<file path="src/rtl/clock_psc_pkg.sv">
// clock_psc_pkg: shared mode encoding and limits for the multi-channel prescaler.
package clock_psc_pkg;
  localparam int PSC_MAX_CH = 16;
  localparam int PSC_MAX_W = 32;
  typedef enum logic [1:0] {
    TOGGLE = 2'b00,
    PULSE  = 2'b01,
    PWM    = 2'b10,
    RSVD   = 2'b11
  } psc_mode_e;
endpackage

</file>
<file path="src/rtl/clock_psc_ch.sv">
// clock_psc_ch: one prescaler channel with shadowed limit/duty/mode and registered outputs.
module clock_psc_ch
  import clock_psc_pkg::*;
#(
  parameter int CNT_W = 16
) (
  input  logic             clk,
  input  logic             rst,
  input  logic             en,
  input  logic             sync_clr,
  input  psc_mode_e        mode,
  input  logic [CNT_W-1:0] lim,
  input  logic [CNT_W-1:0] duty,
  output logic             out,
  output logic             tick
);
  logic [CNT_W-1:0] ctr, lim_sh, duty_sh, ctr_n, lim_n, duty_n;
  psc_mode_e mode_sh, mode_n;
  logic tgl, tgl_n, tick_n, out_n, fresh, run, wrap, load;
  // fresh marks the first edge after reset, when the zeroed shadows are not yet valid
  always_comb begin
    run = en & ~sync_clr;
    wrap = run & (ctr == (fresh ? lim : lim_sh));
    load = fresh | wrap | ~run;
    lim_n = load ? lim : lim_sh;
    duty_n = load ? duty : duty_sh;
    mode_n = load ? mode : mode_sh;
    ctr_n = (!run || wrap) ? '0 : ctr + CNT_W'(1);
    tick_n = wrap;
    tgl_n = run & (tgl ^ wrap);
    out_n = run & (mode_n == TOGGLE ? tgl_n :
                   mode_n == PULSE  ? tick_n :
                   mode_n == PWM    ? (ctr_n < duty_n) : 1'b0);
  end
  always_ff @(posedge clk or negedge rst) begin
    if (!rst) begin
      ctr <= '0;
      lim_sh <= '0;
      duty_sh <= '0;
      mode_sh <= TOGGLE;
      tgl <= 1'b0;
      tick <= 1'b0;
      out <= 1'b0;
      fresh <= 1'b1;
    end else begin
      ctr <= ctr_n;
      lim_sh <= lim_n;
      duty_sh <= duty_n;
      mode_sh <= mode_n;
      tgl <= tgl_n;
      tick <= tick_n;
      out <= out_n;
      fresh <= 1'b0;
    end
  end
endmodule

</file>
<file path="src/rtl/clock_psc_mc.sv">
// clock_psc_mc: N_CH independent prescaler channels sharing one clock and a common phase clear.
module clock_psc_mc
  import clock_psc_pkg::*;
#(
  parameter int N_CH  = 4,
  parameter int CNT_W = 16
) (
  input  logic                        clk,
  input  logic                        rst,
  input  logic [N_CH-1:0]             en,
  input  logic [N_CH-1:0][1:0]        mode,
  input  logic [N_CH-1:0][CNT_W-1:0]  lim,
  input  logic [N_CH-1:0][CNT_W-1:0]  duty,
  input  logic                        sync_clr,
  output logic [N_CH-1:0]             out,
  output logic [N_CH-1:0]             tick
);
  typedef struct packed {
    psc_mode_e        mode;
    logic [CNT_W-1:0] lim;
    logic [CNT_W-1:0] duty;
  } cfg_t;
  for (genvar i = 0; i < N_CH; i++) begin : g_ch
    cfg_t cfg;
    assign cfg = '{mode: psc_mode_e'(mode[i]), lim: lim[i], duty: duty[i]};
    clock_psc_ch #(.CNT_W(CNT_W)) u_ch (
      .clk(clk),
      .rst(rst),
      .en(en[i]),
      .sync_clr(sync_clr),
      .mode(cfg.mode),
      .lim(cfg.lim),
      .duty(cfg.duty),
      .out(out[i]),
      .tick(tick[i])
    );
  end
endmodule

</file>
<file path="config.mk">
export PLATFORM = sky130hd
export DESIGN_NAME = clock_psc_mc
export DESIGN_NICKNAME = d
export VERILOG_FILES = /design/src/rtl/clock_psc_pkg.sv /design/src/rtl/clock_psc_ch.sv /design/src/rtl/clock_psc_mc.sv
export SDC_FILE = /design/constraint.sdc
export NUM_CORES = 1
export LEC_CHECK = 0
export BUFFER_PORTS_ARGS = -buffer_cell sky130_fd_sc_hd__buf_2
export CORE_UTILIZATION = 60
export CTS_BUF_LIST = sky130_fd_sc_hd__clkbuf_2 sky130_fd_sc_hd__clkbuf_4 sky130_fd_sc_hd__clkbuf_8
export DETAILED_ROUTE_END_ITERATION = 8
export PLACE_DENSITY = 0.78
export SETUP_SLACK_MARGIN = 0.3
export SYNTH_ARGS = -nofsm -noshare
export SYNTH_HDL_FRONTEND = slang
export SYNTH_HIERARCHICAL = 1
export SYNTH_SLANG_ARGS = --single-unit
</file>
<file path="constraint.sdc">
create_clock -name clk -period 4.8 [get_ports clk]
set_input_delay 0.48 -clock clk [delete_from_list [all_inputs] [get_ports clk]]
set_output_delay 0.48 -clock clk [all_outputs]
set_load 0.05 [all_outputs]
</file>
==> metrics.txt <==
status=finished, violations left; failing checks=hold timing; total track usage=between 20% and 30%; Syn Nets=1243; Core Area=19000 um^2; top area cells in the synthesized netlist=dfrtp_1 (45%), mux2i_1 (10%), mux2_2 (7.7%); Hold WC Path Type=in -> async; Post-Synth XOR/XNOR Area=9.25%; MaxCap Viol Count=0; cell taking the most area after synthesis=dfrtp_1; CTS buffer count=38; Post-Synthesis Cell Area=11700 um^2; Fin. Hold Viols=4; DRT iter0 DRCs=between 200 and 300; synth unique cells=39; CTS tree=built; area of the die=20100 um^2; yosys warns=6; max_slew headroom=42.5%; FF-to-FF path depth=15; Setup CP Type=reg -> reg; Crit path arrival time=4.70 ns; Clock Latency Late Sink=0.53 ns; peak supply drop=210 uV; nets=1430; simple logic cell fraction of the synthesized area=10.7%; sequential area share after synthesis=46.1%; number of synthesized flops with an enable pin=0; Clock Skew=0.0120 ns; Clock Pin Slew Worst Setup and Hold Paths=0.06 ns; post-synthesis compound-gate area fraction=4.69%; initial antenna violation count=0; GRT busiest layer=met2; DR vias/cell=roughly 5.5; Root Buffer=clkbuf_8; Leakage=6.88 nW; Die Height=142 um; power density over the cells=a little under 300 nW/um^2; Placer Congestion=approximately 0.86; port buffer count=150; first-pass GRT wire length=41.0 mm; Crit path required time=5.24 ns; minimum clock period=4.27 ns; worst-margin pin slew=0.862 ns; vias in the first global route=around 8600; routed wire length=24.9 mm; crit path to=g_ch[3].u_ch/out; met2 Use GR=42.5%; Max Slew Vio Count=0; ys async rst share=100%; Critical Path End Type=flop; hold_ws=-0.00187 ns; largest family of logic cells by synthesized area=multiplexers; # IOs=roughly 150; DR WL/cell=16.5 um; reg-to-reg endpoint=g_ch[3].u_ch/out; Diodes inserted=0; grt total ovfl=0; period utilisation layout=88.9%; CP Max Fanout=20; grt met3 use=5.03%; Clock Sinks=approximately 220; R2R setup slack=around 0.53 ns; post-synthesis adder-cell area fraction=slightly below 7%; final HPWL from detailed placement=17.8 mm; syn_area_per_cell=between 10 and 15 um^2; maximum level of the CTS H-tree=2; die width=142 um; initial core utilization=61.9%; Setup WS pre-CTS=0.149 ns; Startpoint Class=flop; reg2reg start=g_ch[3].u_ch/fresh; GR Layer Usage met1=34.3%; CP Launch Point=g_ch[3].u_ch/fresh; top_reg_cell synth=dfrtp_1; Synth top area share=45.2%; pin count of the biggest net entering global routing=113; post-route ant nets=0; fmax=roughly 0.23 GHz; RSZ-0062 raised after global routing=false; First-pass DRT Iterations=4; CTS Buffer Depth=3; share of layout cells above drive strength 1=between 20 and 30%; Synth Register Bits=216; via count=8268; setup_tns=0 ns; # DRC=0; mux share of post-synthesis cell area=17.9%; Final setup viols=0; Area growth, synth to finish=16.7%; Final WS setup=0.534 ns; Mapped Cells=1036; Cell Rows=50
what timing repair did:
item	4_1_cts	5_1_grt
buffers inserted	0	11
hold buffers	0	0
endpoints found under the setup margin	2	4
pin swaps	0	7
resized for setup	6	12
Yosys cell counts, types with 8 or more instances:
cell type,count
buf_4,16
a211oi_1,8
a21o_1,16
nand2b_1,8
mux2_2,80
mux2i_1,120
and4_1,8
o21ai_0,12
nor3_1,12
a32oi_1,8
xnor2_1,88
inv_1,80
nand4_1,20
xor2_1,36
and3_1,16
dfrtp_1,212
nor4_1,16
nand3_1,28
buf_2,8
nand2_1,16
ha_1,64
a31oi_1,8
nor2_1,80
a21oi_1,12
nor2b_1,8
metal layers:
metal | vias to the layer above | wire, um
met5 | - | 0
met4 | 0 | 409
met3 | 39 | 1260
met2 | 196 | 11900
met1 | 4045 | 11300
li1 | 3988 | -
power by group:
group	leakage [nW]	switching (W)	total, W	internal (W)
Sequential	2.69	0.0000491	0.00196	0.00191
Combinational	3.79	0.000238	0.000456	0.000219
Clock	0.400	0.000706	0.00166	0.000954
worst min path at each step:
stage / startpoint / to / cells after the start
after floorplan: rst / g_ch[0].u_ch/ctr[0] / 0
after global placement: g_ch[1].u_ch/duty_sh[7] / g_ch[1].u_ch/duty_sh[7] / 2
after detailed placement: g_ch[3].u_ch/duty_sh[1] / g_ch[3].u_ch/duty_sh[1] / 2
after CTS: rst / g_ch[2].u_ch/duty_sh[10] / 1
after global routing: rst / g_ch[2].u_ch/lim_sh[13] / 1
final: rst / g_ch[2].u_ch/lim_sh[10] / 1
through the flow:
step	utilization [%]	cell area [um^2]	std cells	power (W)	hold WS [ns]
after global placement	67.3	12800	1432	0.00242	0.471
after CTS	71.4	13500	1495	0.00413	0.0416
final	72.2	13700	1506	0.00408	-0.00187
after detailed placement	67.3	12800	1432	0.00244	0.477
after floorplan	-	11700	1036	0.00226	0.184
after global routing	72.2	13700	1506	0.00428	0.0630
cells by family after synthesis:
logic type                 count (synthesis)
buffers and inverters                    112
muxes                                    200
adders and majority gates                 64
and+or+nand+nor                          236
AOI/OAI and AO/OA                         80
other                                      4
xor gates and xnor gates                 124
DFF                                      216
worst max-delay path, cell delays in order (launching register included):
cell,delay [ns]
dfstp_4,0.79
mux2i_1,0.26
xnor2_1,0.09
nor4_1,0.42
nand4_2,0.31
nand2_4,0.20
mux2_2,0.35
inv_1,0.06
ha_1,0.23
a21o_1,0.16
a21o_1,0.19
a2111oi_0,0.48
o31ai_1,0.15
a21oi_1,0.21
a311oi_1,0.07
a32oi_1,0.19
sequential cells by signal, summed over array words and instances (netlist names):
signal,count
g_ch.u_ch/tgl,4
g_ch.u_ch/out,4
g_ch.u_ch/lim_sh,64
g_ch.u_ch/ctr,64
g_ch.u_ch/fresh,4
g_ch.u_ch/mode_sh,8
g_ch.u_ch/tick,4
g_ch.u_ch/duty_sh,64
placed cells by master, fill, tap and decap left out, drive strengths merged, types with 12 or more instances in the layout:
cell type / count
a21o: 16
a21oi: 12
and3: 16
buf: 179
clkbuf: 62
dfrtp: 212
ha: 64
inv: 80
mux2: 80
mux2i: 120
nand2: 20
nand3: 28
nand4: 24
nor2: 80
nor3: 12
nor4: 16
o21ai: 12
xnor2: 88
xor2: 36
cell type report:
| cell class | count | area, um^2 |
|---|---|---|
| Clock buffer | 62 | 734 |
| Clock inverter | 1 | 5.00 |
| Sequential cell | 216 | 5430 |
| Inverter | 80 | 300 |
| Tap cell | 260 | 325 |
| Timing Repair Buffer | 179 | 1020 |
| Multi-Input combinational cell | 708 | 5880 |
| Fill cell | 1419 | 5260 |
Power figures use the tool's default switching activity.
